<file path="src/rtl/icache_direct.sv">
// Read-only direct-mapped instruction cache: combinational hit path, 128-bit line refill
// from slow memory over a level-held read handshake, saturating hit/miss counters.
module icache_direct #(
  parameter int INDEX_W = 3,
  parameter int TAG_W   = 25
) (
  input  logic         clk,
  input  logic         rst_n,
  input  logic         proc_read,
  input  logic [29:0]  proc_addr,
  output logic [31:0]  proc_rdata,
  output logic         proc_stall,
  output logic         mem_read,
  output logic [27:0]  mem_addr,
  input  logic [127:0] mem_rdata,
  input  logic         mem_ready,
  output logic [15:0]  hit_count,
  output logic [15:0]  miss_count
);

  localparam int LINES = 1 << INDEX_W;

  typedef enum logic {IDLE, ALLOC} state_t;

  state_t             state_q, state_d;
  logic [LINES-1:0]   valid_q, valid_d;
  logic [TAG_W-1:0]   tag_q  [LINES];
  logic [127:0]       data_q [LINES];
  logic               mem_read_q, mem_read_d;
  logic [27:0]        mem_addr_q, mem_addr_d;
  logic [15:0]        hit_count_q, hit_count_d;
  logic [15:0]        miss_count_q, miss_count_d;

  logic [INDEX_W-1:0] idx, fill_idx;
  logic [TAG_W-1:0]   tag, fill_tag;
  logic               hit, fill;

  assign idx      = proc_addr[INDEX_W+1:2];
  assign tag      = proc_addr[29:INDEX_W+2];
  // The latched line address doubles as the refill index/tag source.
  assign fill_idx = mem_addr_q[INDEX_W-1:0];
  assign fill_tag = mem_addr_q[27:INDEX_W];
  assign hit      = proc_read & valid_q[idx] & (tag_q[idx] == tag);
  assign fill     = (state_q == ALLOC) & mem_ready;

  always_comb begin
    state_d      = state_q;
    valid_d      = valid_q;
    mem_read_d   = mem_read_q;
    mem_addr_d   = mem_addr_q;
    hit_count_d  = hit_count_q;
    miss_count_d = miss_count_q;
    proc_stall   = 1'b0;
    proc_rdata   = '0;
    case (state_q)
      IDLE: begin
        if (hit) begin
          proc_rdata = data_q[idx][{proc_addr[1:0], 5'd0} +: 32];
          if (hit_count_q != '1) hit_count_d = hit_count_q + 16'd1;
        end else if (proc_read) begin
          proc_stall = 1'b1;
          mem_addr_d = proc_addr[29:2];
          mem_read_d = 1'b1;
          state_d    = ALLOC;
          if (miss_count_q != '1) miss_count_d = miss_count_q + 16'd1;
        end
      end
      ALLOC: begin
        proc_stall = 1'b1;
        if (mem_ready) begin
          valid_d[fill_idx] = 1'b1;
          mem_read_d        = 1'b0;
          state_d           = IDLE;
        end
      end
      default: state_d = IDLE;
    endcase
  end

  always_ff @(posedge clk or negedge rst_n) begin
    if (!rst_n) begin
      state_q      <= IDLE;
      valid_q      <= '0;
      mem_read_q   <= 1'b0;
      mem_addr_q   <= '0;
      hit_count_q  <= '0;
      miss_count_q <= '0;
    end else begin
      state_q      <= state_d;
      valid_q      <= valid_d;
      mem_read_q   <= mem_read_d;
      mem_addr_q   <= mem_addr_d;
      hit_count_q  <= hit_count_d;
      miss_count_q <= miss_count_d;
    end
  end

  // Tag and data arrays carry no reset; the valid bits gate them.
  always_ff @(posedge clk) begin
    if (fill) begin
      tag_q[fill_idx]  <= fill_tag;
      data_q[fill_idx] <= mem_rdata;
    end
  end

  assign mem_read   = mem_read_q;
  assign mem_addr   = mem_addr_q;
  assign hit_count  = hit_count_q;
  assign miss_count = miss_count_q;

endmodule

</file>
<file path="config.mk">
export PLATFORM = sky130hd
export DESIGN_NAME = icache_direct
export DESIGN_NICKNAME = d
export VERILOG_FILES = /design/src/rtl/icache_direct.sv
export SDC_FILE = /design/constraint.sdc
export NUM_CORES = 1
export LEC_CHECK = 0
export CORE_ASPECT_RATIO = 0.9
export CORE_UTILIZATION = 54
export CTS_BUF_LIST = sky130_fd_sc_hd__clkbuf_16
export DETAILED_ROUTE_END_ITERATION = 12
export PLACE_DENSITY = 0.76
export SYNTH_ARGS = -nofsm -noshare
export SYNTH_HDL_FRONTEND = slang
export SYNTH_SLANG_ARGS = --single-unit
</file>
<file path="constraint.sdc">
create_clock -name clk -period 11.6 [get_ports clk]
set_clock_uncertainty 0.2 [all_clocks]
set_input_delay 2.32 -clock clk [delete_from_list [all_inputs] [get_ports clk]]
set_output_delay 2.32 -clock clk [all_outputs]
set_load 0.005 [all_outputs]
</file>
# Word-level counts from Yosys, hierarchy flattened
# Memory sizes are Yosys's and may differ from the RTL's.
# Index checks and enable logic that the tools add are counted.
# word_totals
register_bits	70
ram_bits	1224
output_inout_bits	94
elab_cells	49
n_memories	2
# op_classes
n_addsub	2
n_lt_le_gt_ge	3
n_eq_ne	6
n_shift	1
muxes	17
bitwise_logic	6
reduce_logical	6
# memory_table
memory	depth	word_bits	read_ports	rd_clocked_by_memory_dff	wr	line	rtl
data_q	8	128	1	0	1	28	logic [127:0] data_q [LINES];
tag_q	8	25	1	0	1	27	logic [TAG_W-1:0] tag_q [LINES];
# op_table
operator	n
indexed part select 128 x 8 -> 32 bit	1
two-way mux 32 bit	2
adder 16 x 1 -> 16 bit (second input constant)	2
!= test 16 bit (second input constant)	2
== test 25 bit	1
two-way mux 1 bit	10
AND reduction 3 bit	3
less-than comparator 3 x 4 -> 1 bit (second input constant)	2
OR 8 bit	1
!= test 2 bit (second input constant)	3
one-hot mux 1 bit (2 select lines)	3
AND reduction 4 bit	1
bitwise AND 1 bit	3
binary-select mux 1 bit (select 3 bit)	1
demux 1 bit (select 3 bit)	1
greater-or-equal comparator 3 x 1 -> 1 bit (second input constant)	1
NOT 1 bit	2
AND reduction 2 bit	1
logical AND 1 bit	1

# Depth between registers and ports, before layout
# Gate-level depths: netlist of run 1.
# depth
depth_word	6
mapped_depth	13
mapped_depth_nobuf	8

# Worst setup path before layout of run 1
# Ideal clock, no wire load.
# synth_path
path_type	input port to flip-flop
from	input mem_ready
to	register valid_q[0]
setup_ps	131
t_arrival_ps	13974
setup_slack_ps	-2706
cell_stages	4
n_path_buf	0
path_cell_list	nand2_1 > or2_2 > nor3_1 > or2_2
# synth_between
elab_chain_cells	1
# synth_rtl
item	line	rtl
start, declared	16	input logic mem_ready,
AND reduction 2 bit (no source line)	n/a	
end signal, assigned	90	valid_q <= valid_d;
end, declared	26	logic [LINES-1:0] valid_q, valid_d;
# Every way passes these cells.
# A chain may end at the register's enable or synchronous reset.

# Worst setup path in the final report of run 1
# layout_path
from	input proc_addr[3]
to	output proc_rdata[18]
# layout_between
elab_chain_cells	6
# layout_rtl
item	line	rtl
start, declared	10	input logic [29:0] proc_addr,
parallel branches: the longest is 4 deep, another holds memory read (8 x 128 bit)	n/a	
two-way mux 32 bit (*)	57	if (hit) begin
two-way mux 32 bit (*)	55	case (state_q)
end, declared	11	output logic [31:0] proc_rdata,
# Every way passes the cells marked *. The select of a mux whose other input is x is not followed.

==> flow_metrics.tcl, run 1 <==
set metrics [dict create \
    status "finished, final reports clean" \
    finalMaxSlewViolations 0 \
    antenna_found_initial 20 \
    layout_min_cycle_time_ps 9130 \
    rsz0062_at_grt "no" \
    hp-start "valid_q[5]" \
    grt_pass1_wl_um 154000 \
    drtAntennaViolNets 0 \
    layout-drive-gt1-share_pct 24.1 \
    post_cts_buffers 0 \
    cts.path.max_buffers 3 \
    synth_top_cell_by_area "edfxtp_1" \
    first_iter_violations 1981 \
    synth_nets 2283 \
    holdWs_ps 266 \
    htree_levels 3 \
    crit_type "in2out" \
    grt_use_total_pct 22.5 \
    r2r_start "state_q" \
    synth_warnings 0 \
    peakVddDrop_mv 0.142 \
    cts.sinks 1294 \
    max_freq_mhz 110 \
    fp.dieW_um 322 \
    slew_headroom_pct 24.8 \
    grt_max_degree 146 \
    route.detailed.drc 0 \
    path_clk_slew_ps 60 \
    fin_setup_tns_ps 0 \
    io_buffer_count 255 \
    synth-seq-cells 1294 \
    grt_pass1_vias 24200 \
    required_ps 9080 \
    cts_tree "done" \
    netlist_area_mm2 0.0497 \
    core_mm2 0.0912 \
    endpoint_kind "primary output" \
    hold_viol 0 \
    ctsHoldBuffers 0 \
    gp_congestion 0.739 \
    rows 105 \
    ys_dominant_reg_cell "edfxtp_1" \
    syn_to_final_growth_pct 15.6 \
    root_buffer "clkbuf_16" \
    viasPerCell 6.01 \
    netlist_instances 2119 \
    wl_per_cell_um 27.4 \
    synth_largest_type_area_fraction_pct 73.9 \
    netlist_top_cells_area "edfxtp_1 (74%), mux4_2 (16%), dfrtp_1 (3.5%), mux2i_1 (1.4%), mux2_2 (0.77%)" \
    firstDrtPassIters 7 \
    setup-violations-final 0 \
    period_share_pct 78.7 \
    cp_data_arrival_time_ps 6610 \
    synth_edf_count 1224 \
    dp.final_hpwl_um 56100 \
    worstSkewPairLatency_ps 700 \
    startpoint "proc_addr[3]" \
    power_per_cell_area_mw_per_mm2 173 \
    syn_avg_cell_area_um2 23.5 \
    async_reset_ff_share_pct 5.41 \
    cts_inserted_buffers 121 \
    leakage_nw 18.5 \
    synth-seq-area-share_pct 77.4 \
    vias 22600 \
    io_pins 256 \
    ctsResizeCount 0 \
    r2r_cells 5 \
    dieArea_mm2 0.0933 \
    nets 2593 \
    overflow 0 \
    tightest_slew_ps 1130 \
    cap_viol_max_count 0 \
    min_path_cells 1 \
    crit_fanout 145 \
    synth.distinct_cells 43 \
    die_y_um 290 \
    hp-class "reg2reg" \
    initial_utilization_pct 54.5 \
    crit_path_start_kind "input pin" \
    routed_wl_um 103000 \
]
==> state kept, by name (all words and copies together), names as in the netlist <==
name and cells:
data_q 1024, tag_q 200, mem_addr 28, hit_count 16, miss_count 16, valid_q 8, mem_read 1, state_q 1
==> cells in the final DEF (no fill, tap or decap), types with 3 or more instances in the layout <==
master and count:
edfxtp_1 1224, mux4_2 352, clkdlybuf4s50_1 249, clkbuf_16 121
mux2i_1 71, dfrtp_1 70, nor2_1 44, inv_1 40
mux2_2 34, buf_4 32, xor2_1 27, clkinv_1 23
nand2_1 19, mux2_1 18, clkinv_2 16, nand4_1 15
nand3_1 14, xnor2_1 13, and3_1 11, or2_2 11
nor3_1 10, bufinv_16 9, diode_2 7, o22ai_1 7
nand2b_1 6, nor4_2 6, nor2_4 6, and2_1 5
a22o_1 5, o21ai_0 5, nor2b_1 4, a22oi_1 4
a21oi_1 4, or3_1 4, a21o_1 3, inv_16 3
buf_12 3
==> stage by stage <==
| step | setup slack (ps) | cells | utilization [%] | instance area (um^2) | total power, mW |
|---|---|---|---|---|---|
| 2_1_floorplan | 1570 | 2119 | - | 49700 | 5.98 |
| 3_3_place_gp | 2540 | 3536 | 58.9 | 53700 | 6.28 |
| 3_5_place_dp | 2560 | 3536 | 58.9 | 53700 | 6.32 |
| 4_1_cts | 2540 | 3749 | 63.0 | 57500 | 10.0 |
| 5_1_grt | 2340 | 3756 | 63.0 | 57500 | 10.3 |
| 6_report | 2470 | 3756 | 63.0 | 57500 | 9.95 |
==> critical path, cell delays in order <==
cell and delay (ps):
buf_8 630, buf_12 700, mux2i_1 370, xor2_1 170
nand4_1 190, nor4_2 540, nand4b_1 150, buf_4 400
nor2_1 250, clkdlybuf4s50_1 550
==> layout make-up <==
cell class / instances / area [um^2]
diodes: 7 / 17.5
fillers: 5984 / 33700
well taps: 1230 / 1540
inverters: 6 / 22.5
repair buffers: 289 / 2840
multi-input cells: 717 / 10800
clock buffers: 121 / 3030
clock inverters: 92 / 717
flip-flops and latches: 1294 / 38500
==> per-layer routing <==
metal / GRT usage [%] / wire (um) / up-vias
li1: - / - / 9627
met1: 29.3 / 40000 / 12000
met2: 38.4 / 53400 / 791
met3: 4.46 / 6540 / 180
met4: 7.39 / 2870 / 18
met5: 0 / 110 / -
==> cells in the mapped netlist, drive strengths merged (3+ instances only) <==
| library cell | n |
|---|---|
| dfrtp | 70 |
| clkbuf | 40 |
| nor2 | 50 |
| nand3 | 14 |
| a22oi | 4 |
| a21oi | 4 |
| buf | 62 |
| mux4 | 352 |
| o22ai | 7 |
| mux2i | 71 |
| edfxtp | 1224 |
| and2 | 5 |
| nand4 | 15 |
| or2 | 11 |
| nor4 | 7 |
| o21ai | 6 |
| inv | 6 |
| a22o | 5 |
| nand2b | 6 |
| a21o | 3 |
| xor2 | 27 |
| mux2 | 52 |
| and3 | 11 |
| nor3 | 12 |
| or3 | 4 |
| nand2 | 19 |
| xnor2 | 13 |
| nor2b | 4 |
==> kinds of logic (layout without fill, tap and decap cells) <==
| group | count (synthesis) | after routing | synth area share (%) |
|---|---|---|---|
| flops | 1294 | 1294 | 77.4 |
| mux | 475 | 475 | 18.6 |
| simple gates | 162 | 162 | 1.72 |
| buf+inv | 108 | 508 | 0.984 |
| xor+xnor | 40 | 40 | 0.705 |
| compound gates | 38 | 38 | 0.539 |
| fa+ha+maj | 2 | 2 | 0.0503 |
| other cells | 0 | 7 | 0 |
==> report_power, final <==
part / total (mW) / internal (mW) / switching (mW) / leakage, nW
clock: 3.74 / 2.09 / 1.65 / 1.97
sequential: 5.48 / 5.37 / 0.110 / 11.9
combinational: 0.728 / 0.350 / 0.378 / 4.63
==> worst paths after layout <==
check / slack [ps] / endpoint
min reg2reg: 270 / valid_q[5]
min: 270 / valid_q[5]
max in group asynchronous: 8870 / miss_count[12]
min in group asynchronous: 1640 / hit_count[1]
max reg2reg: 7560 / data_q[2][116]
max: 2470 / proc_rdata[18]
(Power assumes the default switching activity.)
==> run 2: changes to the inputs <==
--- a/config.mk
+++ b/config.mk
@@ -6,10 +6,10 @@
 export NUM_CORES = 1
 export LEC_CHECK = 0
 export CORE_ASPECT_RATIO = 0.9
-export CORE_UTILIZATION = 54
+export CORE_UTILIZATION = 60
 export CTS_BUF_LIST = sky130_fd_sc_hd__clkbuf_16
 export DETAILED_ROUTE_END_ITERATION = 12
-export PLACE_DENSITY = 0.76
+export PLACE_DENSITY = 0.8
 export SYNTH_ARGS = -nofsm -noshare
 export SYNTH_HDL_FRONTEND = slang
 export SYNTH_SLANG_ARGS = --single-unit
==> constraint.sdc (replaced) <==
create_clock -name clk -period 8.9 [get_ports clk]
set_clock_uncertainty 0.2 [all_clocks]
set_input_delay 1.78 -clock clk [delete_from_list [all_inputs] [get_ports clk]]
set_output_delay 1.78 -clock clk [all_outputs]
set_load 0.005 [all_outputs]
==> run 2 against run 1 <==
Worst setup slack got worse by 1400 ps. Critical endpoint is now proc_rdata[1]. Register-to-register slack lost 2400 ps. Via count increased by 1.1%. Worst hold slack improved by 2.2 ps. Non-clock buffer count decreased by 5. Critical path depth stayed put. Sequential power grew 30%.
==> flow_metrics.tcl, run 2 (synthesized netlist as in run 1, its figures left out) <==
set metrics [dict create \
    io_pins 256 \
    final_cells 3590 \
    cts_inserted_buffers 121 \
    rsz0062_at_grt "no" \
    ctsHoldBuffers 0 \
    grt_use_total_pct 25.4 \
    viasPerCell 6.36 \
    route.detailed.drc 0 \
    routed_wl_um 104000 \
    fp.dieW_um 305 \
    hp-class "reg2reg" \
    layout_min_cycle_time_ps 7820 \
    root_buffer "clkbuf_16" \
    hold_viol 0 \
    rows 99 \
    slew_headroom_pct 19.4 \
    vias 22800 \
    worstSkewPairLatency_ps 700 \
    drtAntennaViolNets 0 \
    dp.final_hpwl_um 54700 \
    peakVddDrop_mv 0.247 \
    gp_congestion 0.768 \
    grt_max_degree 141 \
    status "finished, final reports clean" \
    multi_input_area_mm2 0.0108 \
    cap_viol_max_count 0 \
    cts_tree "done" \
    dp.cells 3361 \
    htree_levels 3 \
    pre_cts_ws_ps 1060 \
    power_per_cell_area_mw_per_mm2 227 \
    initial_utilization_pct 61.0 \
    grt_pass1_wl_um 155000 \
    max_flop_register "data_q" \
    setup-violations-final 0 \
    die_y_um 275 \
    mostFrequentLayoutCells "edfxtp_1 (1224), mux4_2 (352), clkdlybuf4s50_1 (249)" \
    cts.path.max_buffers 3 \
    max_freq_mhz 128 \
    crit_type "in2out" \
    wl_per_cell_um 29.1 \
    grt_pass1_vias 24300 \
    nets 2588 \
    required_ps 6920 \
    path_clk_slew_ps 60 \
    cp_data_arrival_time_ps 5840 \
    first_iter_violations 2129 \
    tightest_slew_ps 1210 \
    cts.sinks 1294 \
    crit_path_start_kind "input pin" \
    firstDrtPassIters 5 \
    syn_to_final_growth_pct 15.5 \
    layout-drive-gt1-share_pct 24.3 \
    overflow 0 \
    period_share_pct 87.8 \
    io_buffer_count 255 \
    regArea_mm2 0.0385 \
    largest_reg_flops 1024 \
    fin_ws_ps 1080 \
    post_cts_buffers 0 \
    ctsResizeCount 0 \
    finalMaxSlewViolations 0 \
    antenna_found_initial 13 \
    fillers 4665 \
    endpoint_kind "primary output" \
    leakage_nw 18.5 \
    core_mm2 0.0815 \
    crit_fanout 86 \
    final_common_cell "edfxtp_1" \
    dieArea_mm2 0.0840 \
]
-- run 2: cell types whose count changed in the layout (fill, tap and decap cells not counted), sizes merged --
| cell | previous run | this run |
|---|---|---|
| clkinv | 43 | 53 |
| inv | 46 | 39 |
| buf | 40 | 35 |
| clkinvlp | 0 | 4 |
| bufinv | 9 | 10 |
| clkbuf | 121 | 122 |
-- run 2: layer usage --
metal,GRT usage (%),wire (um),up-vias,part of all wire (%)
met3,4.85,7380,159,7.1
met4,7.07,2170,14,2.1
li1,-,-,9632,-
met1,33.3,39500,12200,38
met2,44.2,55400,875,53
met5,0,89,-,0.085
-- run 2: per-stage QoR --
stage | power [mW] | util, % | area (um^2) | hold WS [ps] | setup TNS, ps
floorplan | 7.79 | - | 49700 | 234 | -366160
global placement | 8.18 | 65.7 | 53500 | 246 | 0
detailed placement | 8.23 | 65.7 | 53500 | 252 | 0
CTS | 13.1 | 70.4 | 57400 | 268 | 0
global route | 13.4 | 70.4 | 57400 | 278 | 0
finish | 13.1 | 70.4 | 57400 | 269 | 0
-- run 2: worst paths after layout --
path                       depth (start not counted)          from  slack (ps)        endpoint
max                                               10  proc_addr[2]        1080   proc_rdata[1]
min                                                1    valid_q[3]         270      valid_q[3]
max reg2reg                                        9   tag_q[7][6]        5130   hit_count[15]
min reg2reg                                        1    valid_q[3]         270      valid_q[3]
max in group asynchronous                          1         rst_n        6760  miss_count[13]
min in group asynchronous                          1         rst_n        1030    mem_addr[19]
-- run 2: critical path: stages --
cell and delay [ps]:
buf_8 670, mux4_2 650, mux2i_1 260, xor2_1 220
nand4_1 180, nor4_2 600, nand4b_1 150, buf_4 360
nor2_1 330, clkdlybuf4s50_1 560
-- run 2: area by class of cell --
type | count | share of cell area (%)
Timing Repair Buffer | 284 | 5.02
Antenna cell | 7 | 0.0305
Tap cell | 1060 | 2.31
Inverter | 6 | 0.0392
Clock inverter | 100 | 1.38
Sequential cell | 1294 | 67.1
Clock buffer | 122 | 5.32
Multi-Input combinational cell | 717 | 18.8
-- run 2: power breakdown --
part	internal, mW	total [mW]	leakage [nW]	switching (mW)
Combinational	0.458	0.963	4.62	0.504
Clock	2.78	4.95	1.99	2.17
Sequential	7.00	7.14	11.9	0.143
Total	10.2	13.1	18.5	2.82
==> run 3: changes to the inputs <==
--- a/config.mk
+++ b/config.mk
@@ -5,7 +5,8 @@
 export SDC_FILE = /design/constraint.sdc
 export NUM_CORES = 1
 export LEC_CHECK = 0
-export CORE_ASPECT_RATIO = 0.9
+export CAP_MARGIN = 20
+export CORE_ASPECT_RATIO = 0.8
 export CORE_UTILIZATION = 60
 export CTS_BUF_LIST = sky130_fd_sc_hd__clkbuf_16
 export DETAILED_ROUTE_END_ITERATION = 12
==> run 3 against run 2 <==
Highest routed layer unchanged. Combinational power barely moved. Fmax rose by 2.8%. Sequential power barely moved. Total power fell by 1.1%. Worst setup slack improved by 210 ps.
==> flow_metrics.tcl, run 3 (synthesized netlist as in run 1, its figures left out) <==
set metrics [dict create \
    status "finished, final reports clean" \
    viasPerCell 6.33 \
    finalInstanceArea_mm2 0.0574 \
    die_y_um 259 \
    crit_path_start_kind "input pin" \
    fin_ws_ps 1300 \
    io_buffer_count 255 \
    cts_inserted_buffers 117 \
    max_flop_register "data_q" \
    dieArea_mm2 0.0840 \
    period_share_pct 85.4 \
    htree_levels 3 \
    cap_viol_max_count 0 \
    core_mm2 0.0821 \
    crit_type "in2out" \
    final_common_cell "edfxtp_1" \
    final_cells 3646 \
    io_pins 256 \
    holdWs_ps 271 \
    largest_reg_flops 1024 \
    layout-drive-gt1-share_pct 24.6 \
    mostFrequentLayoutCells "edfxtp_1 (1224), mux4_2 (352), clkdlybuf4s50_1 (249)" \
    ctsHoldBuffers 0 \
    first_iter_violations 2566 \
    grt_util_met1_pct 34.9 \
    grt_max_degree 107 \
    syn_to_final_growth_pct 15.4 \
    endpoint_kind "primary output" \
    grt_pass1_vias 24400 \
    busiest_layer "met2" \
    crit_fanout 76 \
    tightest_slew_ps 1120 \
    wl_per_cell_um 29.1 \
    root_buffer "clkbuf_16" \
    gp_congestion 0.797 \
    hold_viol 0 \
    worstPathBufferInverterCount 3 \
    worstSkewPairLatency_ps 710 \
    hp-class "reg2reg" \
    crit_chain "buf_8 > mux4_2 > mux2i_1 > xor2_1 > o2111ai_1 > nor4_2 > nand4b_1 > buf_4 > nor2_1 > clkdlybuf4s50_1" \
    layout_min_cycle_time_ps 7600 \
    cts.sinks 1294 \
    overflow 0 \
    grtUsageMet2_pct 42.4 \
    cts.path.max_buffers 3 \
    critPathTopFamily "buffers and inverters" \
    setup-violations-final 0 \
    leakage_nw 18.5 \
    slew_headroom_pct 25.5 \
    use_met3_pct 5.61 \
    max_freq_mhz 131 \
    grt_pass1_wl_um 157000 \
    finalMaxSlewViolations 0 \
    rows 94 \
    nets 2597 \
    grt_use_total_pct 25.9 \
    path_clk_slew_ps 60 \
    initial_utilization_pct 60.6 \
    route.detailed.drc 0 \
    dp.cells 3417 \
    antenna_found_initial 18 \
    routed_wl_um 106000 \
    pre_cts_ws_ps 1340 \
    cp_slowest_cell "nor4_2" \
    vias 23100 \
    rsz0062_at_grt "no" \
    dp.final_hpwl_um 57900 \
    peakVddDrop_mv 0.177 \
    fp.dieW_um 324 \
    placed_area_mm2 0.0536 \
    ctsResizeCount 0 \
    cts_tree "done" \
    drtAntennaViolNets 0 \
    firstDrtPassIters 5 \
    cp_data_arrival_time_ps 5620 \
    post_cts_buffers 0 \
    power_per_cell_area_mw_per_mm2 225 \
    slowest_delay_ps 720 \
    required_ps 6920 \
]
[run 3: cell count changes in the layout (fill, tap and decap cells not counted), moves of 3 or more]
cell	before	now
buf_4	22	37
diode_2	7	13
buf_12	9	5
clkbuf_16	122	118
clkinv_2	21	24
inv_16	3	0
[run 3: cell type report]
| class | count | area (um^2) |
|---|---|---|
| Multi-Input combinational cell | 717 | 10800 |
| Antenna cell | 13 | 32.5 |
| Timing Repair Buffer | 297 | 2950 |
| Inverter | 6 | 22.5 |
| Clock inverter | 97 | 711 |
| Tap cell | 1104 | 1380 |
| Fill cell | 4807 | 24700 |
| Sequential cell | 1294 | 38500 |
| Clock buffer | 118 | 2950 |
[run 3: worst paths after layout]
check	start	end	cells past startpoint	slack, ps
setup / recovery	proc_addr[3]	proc_rdata[1]	10	1300
hold / removal	valid_q[7]	valid_q[7]	1	270
setup reg to reg	tag_q[6][10]	miss_count[1]	9	5000
hold reg to reg	valid_q[7]	valid_q[7]	1	270
max in group asynchronous	rst_n	miss_count[8]	2	6720
min in group asynchronous	rst_n	hit_count[10]	2	1110
[run 3: metrics by stage]
| stage | power (mW) | util, % | setup TNS (ps) |
|---|---|---|---|
| floorplan | 7.79 | - | -366160 |
| global placement | 8.18 | 65.3 | 0 |
| detailed placement | 8.23 | 65.3 | 0 |
| CTS | 13.0 | 69.8 | 0 |
| global route | 13.3 | 69.9 | 0 |
| finish | 12.9 | 69.9 | 0 |
[run 3: layer usage]
layer / part of all wire, % / up-vias
li1: - / 9637
met1: 37 / 12200
met2: 51 / 1020
met3: 8.4 / 203
met4: 2.8 / 16
met5: 0.094 / -
[run 3: power breakdown]
part           switching, mW  total [mW]  internal [mW]
Clock                   2.17        4.80           2.64
Sequential             0.150        7.15           7.00
Combinational          0.502       0.960          0.458
